==> config.mk <==
export PLATFORM = sky130hd
export DESIGN_NAME = timer_arbiter
export DESIGN_NICKNAME = d
export VERILOG_FILES = /design/src/rtl/timer_arbiter.sv
export SDC_FILE = /design/constraint.sdc
export NUM_CORES = 1
export LEC_CHECK = 0
export ABC_AREA = 1
export CAP_MARGIN = 20
export CORE_MARGIN = 5
export CORE_UTILIZATION = 48
export DETAILED_ROUTE_END_ITERATION = 10
export GPL_ROUTABILITY_DRIVEN = 0
export HOLD_SLACK_MARGIN = 0.15
export PLACE_DENSITY_LB_ADDON = 0.3
export RECOVER_POWER = 25
export SYNTH_ARGS = -nofsm -noshare
export SYNTH_HDL_FRONTEND = slang
export SYNTH_SLANG_ARGS = --single-unit
export TNS_END_PERCENT = 5
==> constraint.sdc <==
create_clock -name clk -period 5.4 [get_ports clk]
set_input_delay 0.54 -clock clk [delete_from_list [all_inputs] [get_ports clk]]
set_output_delay 0.54 -clock clk [all_outputs]
set_load 0.005 [all_outputs]
==> src/rtl/timer_arbiter.sv <==
// timer_arbiter: round-robin arbiter that grants one of four requesters an
// exclusive time slot of a programmed length, then pulses completion (done)
// or early termination (aborted) before returning to idle.
module timer_arbiter #(
  parameter int CW = 32
) (
  input  logic            clk,
  input  logic            rstn,
  input  logic            enable,
  input  logic [3:0]      req,
  input  logic [4*CW-1:0] dur,
  output logic [3:0]      grant,
  output logic [1:0]      active_id,
  output logic            busy,
  output logic [CW-1:0]   elapsed,
  output logic [3:0]      done,
  output logic            aborted
);

  typedef enum logic [1:0] {
    S_IDLE  = 2'd0,
    S_RUN   = 2'd1,
    S_DONE  = 2'd2,
    S_ABORT = 2'd3
  } state_t;

  state_t          state;
  state_t          state_nxt;
  logic [1:0]      last_id;
  logic [1:0]      winner;
  logic            start;
  logic [CW-1:0]   dur_q;
  logic [CW-1:0]   dur_sel;
  logic [CW-1:0]   last_cnt;

  // First set request bit searching last+1, last+2, ... modulo 4.
  function automatic logic [1:0] rr_pick(input logic [1:0] last,
                                         input logic [3:0] r);
    logic [1:0] idx;
    logic       found;
    rr_pick = last;
    found   = 1'b0;
    for (int k = 1; k <= 4; k++) begin
      idx = last + 2'(k);
      if (!found && r[idx]) begin
        rr_pick = idx;
        found   = 1'b1;
      end
    end
  endfunction

  // Increment that sticks at the all-ones value instead of wrapping.
  function automatic logic [CW-1:0] sat_inc(input logic [CW-1:0] v);
    sat_inc = (&v) ? v : v + 1'b1;
  endfunction

  // Arbitration winner, selected duration and the final elapsed value of the slot.
  always_comb begin
    winner   = rr_pick(last_id, req);
    start    = (state == S_IDLE) && enable && (|req);
    dur_sel  = '0;
    for (int i = 0; i < 4; i++) begin
      if (winner == 2'(i)) dur_sel = dur[i*CW +: CW];
    end
    // A programmed length of zero still yields a one-cycle slot.
    last_cnt = (dur_q == '0) ? '0 : dur_q - 1'b1;
  end

  // State register.
  always_ff @(posedge clk or negedge rstn) begin
    if (!rstn) state <= S_IDLE;
    else       state <= state_nxt;
  end

  // Next-state logic; a dropped request beats completion on the final cycle.
  always_comb begin
    state_nxt = state;
    case (state)
      S_IDLE:  if (start) state_nxt = S_RUN;
      S_RUN: begin
        if (!req[active_id])          state_nxt = S_ABORT;
        else if (elapsed == last_cnt) state_nxt = S_DONE;
      end
      S_DONE:  state_nxt = S_IDLE;
      S_ABORT: state_nxt = S_IDLE;
      default: state_nxt = S_IDLE;
    endcase
  end

  // Slot bookkeeping: granted id, round-robin pointer and elapsed counter.
  always_ff @(posedge clk or negedge rstn) begin
    if (!rstn) begin
      active_id <= 2'd0;
      last_id   <= 2'd3;
      elapsed   <= '0;
    end else begin
      if (start) begin
        active_id <= winner;
        last_id   <= winner;
        elapsed   <= '0;
      end else if (state == S_RUN && state_nxt == S_RUN) begin
        elapsed   <= sat_inc(elapsed);
      end else begin
        elapsed   <= '0;
      end
    end
  end

  // Duration is captured once at grant time; later changes on dur are ignored.
  always_ff @(posedge clk) begin
    if (start) dur_q <= dur_sel;
  end

  // Outputs decoded from state; active_id is held through DONE for the pulse.
  always_comb begin
    grant   = 4'b0000;
    done    = 4'b0000;
    busy    = 1'b0;
    aborted = 1'b0;
    case (state)
      S_RUN: begin
        grant = 4'b0001 << active_id;
        busy  = 1'b1;
      end
      S_DONE:  done    = 4'b0001 << active_id;
      S_ABORT: aborted = 1'b1;
      default: ;
    endcase
  end

endmodule

# Word level (Yosys, flattened, before mapping)
# Index checks and enable logic that the tools add are counted.
# op_classes
n_addsub	5
n_mul	0
div	0
order_cmp	5
eq_ne	9
shift	1
mux	33
n_bitwise	0
n_reduce_logical	15
# op_table
operator	count
$mux 32	8
$add 32x1->32 const B	1
$eq 32x32->1	1
$logic_not 32->1	1
$reduce_and 32->1	1
$sub 32x1->32 const B	1
$lt 2x3->1 const B	5
$mux 2	7
$bmux 1 s2	5
$mux 1	10
$eq 2x2->1 const B	4
$mux 4	2
$eq 2x1->1 const B	3
$logic_and 1x1->1	6
$pmux 2 s3	1
$add 2x2->2 const B	2
$logic_not 2->1	2
$reduce_or 4->1	1
$shl 1x2->4 const A	1
$logic_not 1->1	3
$ne 3x3->1 const B	1
$add 2x1->2 const B	1
$reduce_or 2->1	1
# word_totals
regBits	70
latchBits	0
mem_bits_rw	0
rom_bits	0
input_bits	135
out_inout_bits	44
word_cells	73
n_memories	0

# Longest topological paths before layout
# Gate-level depths: netlist (run 1).
# depth
ltp_word	18
mapped_depth	20
depth_no_buf	18

# Worst setup path before layout (run 1)
# OpenSTA, ideal clock, no wires.
# synth_path
path_kind	input -> register
from	input port enable
to	register active_id[1]
setup_ns	0.124
arrival_time_ns	4.500
t_required_ns	5.276
path_slack_ns	0.776
path_stages	5
path_buffers	0
path_cell_list	inv_1 -> nor4_1 -> inv_1 -> nand2_1 -> nand2_1
# synth_between
elab_chain_len	2
# synth_lines
element	line	text
start, declared	9	input logic enable,
$logic_and 1x1->1 (2 in series)	60	start = (state == S_IDLE) && enable && (|req);
named net start	31	logic start;
end signal, assigned	98	active_id <= winner;
end, declared	13	output logic [1:0] active_id,
# The timed path passes the listed nets, and every way through them passes these cells.
# A chain may end at the register's enable or synchronous reset.

# Worst setup path in the final report (run 1)
# layout_path
from	input port req[3]
to	register dur_q[29] (data pin)
# layout_between
elab_chain_len	17
elab_cells_between_ends	29
classes_between	eq/ne (3); mux (19); reduce/logical (7)
# layout_lines
element	line	text
start, declared	10	input logic [3:0] req,
$bmux 1 s2	45	if (!found && r[idx]) begin
$mux 1 (implied by the code)	45	
$mux 1	45	
$logic_not 1->1	45	
$logic_and 1x1->1	45	
$mux 1	45	
$logic_not 1->1	45	
$logic_and 1x1->1	45	
$mux 1	45	
$logic_not 1->1	45	
$logic_and 1x1->1	45	
$mux 2 *	45	
$logic_not 2->1	63	if (winner == 2'(i)) dur_sel = dur[i*CW +: CW];
$mux 32 (3 in series)	63	
$mux 32 *	63	
named net dur_sel[29]	33	logic [CW-1:0] dur_sel;
end signal, assigned	111	if (start) dur_q <= dur_sel;
end, declared	32	logic [CW-1:0] dur_q;
# The timed path passes the listed nets; every way through them passes the cells marked *. The select of a mux whose other input is x is not followed.

==> results of run 1 <==
## power by group
group / internal, mW / switching, mW / leakage (nW)
combinational: 0.996 / 1.64 / 2.39
clock: 0.310 / 0.218 / 0.125
sequential: 0.921 / 0.206 / 0.817
total: 2.23 / 2.06 / 3.33
## flip-flops by register name (all words and copies together) (netlist names)
name and cells:
last_id 2, elapsed 32, state 2, active_id 2, dur_q 32
## metrics by stage
stage / area (um2) / cells / util (%) / total power [mW]
floorplan: 5700 / 878 / - / 3.02
CTS: 7820 / 1194 / 67.9 / 4.27
global route: 7820 / 1194 / 67.9 / 4.67
finish: 7820 / 1194 / 67.9 / 4.29
global placement: 7520 / 1176 / 65.3 / 3.52
detailed placement: 7560 / 1178 / 65.7 / 3.74
## synthesized netlist by cell type, types with 10 or more instances
| master | number |
|---|---|
| nand2_1 | 261 |
| xor2_1 | 29 |
| buf_2 | 10 |
| a22oi_1 | 20 |
| nor3_1 | 13 |
| o21ai_0 | 20 |
| nand3_1 | 106 |
| dfrtp_1 | 36 |
| edfxtp_1 | 32 |
| inv_1 | 95 |
| nor2_1 | 147 |
| nand4_1 | 41 |
## cell type report
class | count | share of cell area [%]
repair buffers | 183 | 23.5
multi-input cells | 682 | 41.6
flip-flops and latches | 70 | 24.5
clock buffers | 14 | 3.12
inverters | 100 | 4.80
clock inverters | 2 | 0.128
well taps | 143 | 2.29
## kinds of logic after synthesis
group / Yosys count
buffers and inverters: 126
adders and majority gates: 2
DFF: 70
xor gates and xnor gates: 32
AOI/OAI and AO/OA: 55
and+or+nand+nor: 593
## per-layer routing
layer,wire length (um),up-vias,GRT usage (%)
li1,-,3202,-
met1,7140,2802,30.0
met2,8590,291,43.4
met3,1760,37,6.02
met4,437,0,8.40
met5,0,-,0
## critical path, cell delays in order
cell	delay [ns]
clkdlybuf4s50_1	0.51
inv_1	0.07
o21ai_0	0.24
nand2_1	0.12
nand2_1	0.15
nor2_1	0.07
a21oi_1	0.13
o21ai_0	0.11
o21ai_2	0.07
buf_4	0.36
nand2_1	0.09
inv_1	0.71
nand2_1	0.18
nand4_1	0.14
## final timing paths
kind / from / endpoint / cells past startpoint
max: req[3] / dur_q[29] / 14
min: active_id[1] / active_id[1] / 2
max reg2reg: dur_q[0] / elapsed[11] / 14
min reg2reg: active_id[1] / active_id[1] / 2
max in group asynchronous: rstn / elapsed[31] / 1
min in group asynchronous: rstn / elapsed[1] / 1
## layout by cell type, fill, tap and decap left out, types with 4 or more instances in the layout
master / Yosys / final
nor2_1: 147 / 147
nand2_2: 4 / 4
o21ai_0: 20 / 20
nor2_2: 7 / 7
nand3_1: 106 / 106
clkbuf_1: 7 / 6
o21bai_1: 7 / 7
nor3_1: 13 / 13
inv_2: 5 / 5
dlygate4sd3_1: 0 / 8
inv_1: 95 / 95
xor2_1: 29 / 29
clkbuf_16: 0 / 9
nand4_1: 41 / 41
edfxtp_1: 32 / 32
clkdlybuf4s50_1: 0 / 169
dfrtp_1: 36 / 36
nand2_1: 261 / 261
a22oi_1: 20 / 20
nand3b_1: 4 / 4
==> impl_metrics.yaml, run 1 <==
synth:
  synth_edf_count: 32
  synth_area_per_cell_um2: 6.49
  yosysWarnings: 0
  synthAdderAreaFrac_pct: 0.439
  syn_nets: 1015
  synth_top_family_by_area: "simple AND/OR/NAND/NOR gates"
  synthTopCellsByArea: "nand2_1, edfxtp_1, dfrtp_1"
  ys_ff_latch: 70
  synthArstFlopShare_pct: 54.3
  netlist_area_um2: 5700
  yosysUniqueCellTypes: 34
  synth.largest_area_cell: "nand2_1"
  yosys.area_share.simple_pct: 45.0
  synthFlopType: "dfrtp_1"
  synth_xor_area_share_pct: 5.38
  synth_compound_area_share_pct: 6.24
  syn_inst: 878
  synth_top_area_share_pct: 17.2
  synth_mux_area_share_pct: 0
  yosysSeqAreaShare_pct: 33.6
sta:
  tightest_slew_ns: 1.92
  setup_viol: 0
  hold_viol: 0
  fin_setup_tns_ns: 0
  timing.final.crit_period_ns: 3.28
  fmax_mhz: 305
  fin_hold_ws_ns: 0.595
  maxSlewViolCount: 39
  finalCritPeriodShare_pct: 60.8
  maxSlewHeadroom_pct: -27.9
  rsz0062_at_grt: "no"
  finalClockSkew_ns: 0.00700
  fin_ws_ns: 2.12
clock_tree:
  cts_setup_buffers: 0
  cts_buffers: 9
  clkSinkCount: 70
  cts_buffer_depth: 2
  root_buffer: "clkbuf_16"
  path_clk_slew_ns: 0.05
  clock_latency_ns: 0.34
  cts_resized: 0
  cts_hold_buf: 0
  h-tree-depth: 3
  cts_tree: "yes"
setup_path:
  worstSetupPathType: "in2reg"
  end_kind: "register"
  arrival_ns: 3.48
  worstPathMaxFanout: 36
  r2r_setup_slack_ns: 2.13
  start_kind: "input pin"
  critical_path_required_ns: 5.60
worst_hold_path:
  worst_hold_path_type: "reg2reg"
route:
  wire_per_inst_um: 15.0
  dr.pass1.iters: 5
  drtIter0Drc: 353
  postRouteAntennaNets: 0
  wl_um: 17900
  vias: 6332
  drc_errors: 0
  viasPerCell: 5.30
global_routing:
  track_usage_pct: 24.8
  grt_pass1_vias: 5974
  grt_overflow: 0
  grt_max_degree: 44
  grt_pass1_wl_um: 28700
  antenna_found_initial: 0
final_layout:
  ff_latch_area_um2: 1910
  drive_above_1_share_pct: 4.19
  area_growth_syn_to_layout_pct: 37.2
  antenna_cells: 0
  nets: 1183
  multi_input_area_um2: 3250
  fillers: 1002
die:
  io_pins: 179
  coreArea_um2: 11500
  chipHeight_um: 119
  initial_core_util_pct: 49.5
  rows: 39
  fp.dieW_um: 119
  dieArea_um2: 14100
status:
  violations: "capacitance limit, slew limit"
  status: "finished with violations"
power:
  p_leak_nw: 3.33
  ir_drop_mv: 0.412
  powerDensity_nw_per_um2: 549
place:
  place_hpwl_um: 14500
  dp_slack_ns: 1.82
  io_buffers: 178
flow_run:
  max_cap_viol_count: 1
No activity file was read; power rests on OpenSTA's default activity.
==> inputs of run 2 (changes only) <==
Settings changed: CORE_UTILIZATION 48 to 43.
Clock period 5.4 ns to 2.9 ns, I/O delays scaled along.
==> impl_metrics.yaml, run 2 (same netlist as run 1, synthesis figures left out) <==
route:
  viasPerCell: 5.13
  drtIter0Drc: 491
  postRouteAntennaNets: 0
  dr.pass1.iters: 9
  vias: 6335
  wl_um: 17700
  wire_per_inst_um: 14.3
  drc_errors: 0
sta:
  fmax_mhz: 373
  rsz0062_at_grt: "no"
  finalClockSkew_ns: 0.00673
  finalCritPeriodShare_pct: 92.4
  tightest_slew_ns: 1.93
  maxSlewViolCount: 39
  fin_ws_ns: 0.221
  timing.final.crit_period_ns: 2.68
  setup_viol: 0
  fin_setup_tns_ns: 0
  maxSlewHeadroom_pct: -28.4
  hold_viol: 0
  fin_hold_ws_ns: 0.591
clock_tree:
  cts_tree: "yes"
  h-tree-depth: 3
  clkSinkCount: 70
  cts_buffer_depth: 2
  path_clk_slew_ns: 0.05
  cts_buffers: 9
  clock_latency_ns: 0.33
  cts_setup_buffers: 0
  root_buffer: "clkbuf_16"
final_layout:
  fillers: 1247
  drive_above_1_share_pct: 5.00
  final_common_cell: "nand2_1"
  final_cell_mix: "nand2_1, clkdlybuf4s50_1, nor2_1"
  nets: 1193
  top_regs: "dur_q (32), elapsed (32)"
  antenna_cells: 0
  area_growth_syn_to_layout_pct: 39.6
  final_core_util_pct: 60.5
  stdcell_area_um2: 7950
  fin_cells: 1236
die:
  rows: 42
  coreArea_um2: 13100
  initial_core_util_pct: 43.4
  fp.dieW_um: 125
  chipHeight_um: 125
  dieArea_um2: 15700
  io_pins: 179
setup_path:
  worstPathMaxFanout: 32
  arrival_ns: 2.73
  path_cells: "xor2_2, inv_2, nand2_1, nand2_1, inv_2, nand3_2, nand2_2, xor2_4, nor2_2, buf_12, a22oi_1, nand3_1"
  start_kind: "register"
  end_kind: "register"
  slowest_delay_ns: 0.70
  worstSetupPathType: "reg2reg"
  critical_path_required_ns: 2.95
  worst_path_max_delay_cell: "dfstp_2"
global_routing:
  grt_overflow: 0
  antenna_found_initial: 0
  grt_max_degree: 39
  track_usage_pct: 22.3
  grt_pass1_vias: 5874
  grt_pass1_wl_um: 28500
power:
  p_leak_nw: 3.38
  ir_drop_mv: 1.15
  powerDensity_nw_per_um2: 1030
  finalPower_mw: 8.22
place:
  dp_slack_ns: 0.183
  dp_cells: 1220
  place_hpwl_um: 14400
  placed_area_um2: 7690
  io_buffers: 178
status:
  violations: "capacitance limit, slew limit"
  status: "finished with violations"
worst_hold_path:
  worst_hold_path_type: "reg2reg"
flow_run:
  max_cap_viol_count: 1
==> run 2: timing repair <==
item	4_1_cts	5_1_grt
hold buffers	1	0
endpoints found under the setup margin	0	8
hold endpoints to repair	36	0
resized for setup	0	1
==> run 2: path summary, 6_finish.rpt <==
kind / start / to / slack, ns / depth (start not counted)
max: last_id[0] / dur_q[24] / 0.22 / 12
min: active_id[1] / active_id[1] / 0.59 / 2
max reg2reg: last_id[0] / dur_q[24] / 0.22 / 12
min reg2reg: active_id[1] / active_id[1] / 0.59 / 2
max in group asynchronous: rstn / active_id[1] / 0.76 / 2
min in group asynchronous: rstn / elapsed[0] / 1.03 / 2
==> run 2: critical path: cells and delay by family (launching register included) <==
family                    cells  cell delay, ns
AOI/OAI and AO/OA             1            0.21
and+or+nand+nor               6            0.64
xor gates and xnor gates      2            0.50
DFF                           1            0.70
buffers and inverters         3            0.33
==> run 2: routing by layer <==
metal / wire [um] / up-vias / global-route usage (%)
li1: - / 3208 / -
met1: 7410 / 2810 / 29.0
met2: 8200 / 289 / 36.4
met3: 1690 / 28 / 5.59
met4: 410 / 0 / 7.33
met5: 0 / - / 0
==> run 2: power by group <==
group	internal (mW)	total, mW	switching (mW)	leakage (nW)
registers	1.71	2.07	0.359	0.817
logic	1.96	5.21	3.25	2.44
clock network	0.566	0.940	0.374	0.121
total	4.24	8.22	3.98	3.38
==> run 2: cell type report <==
cell class	instances	area, um2	share of cell area [%]
Multi-Input combinational cell	682	3270	41.1
Inverter	100	375	4.72
Clock buffer	12	236	2.97
Sequential cell	70	1910	24.1
Clock inverter	3	12.5	0.157
Tap cell	176	220	2.77
Timing Repair Buffer	193	1930	24.2
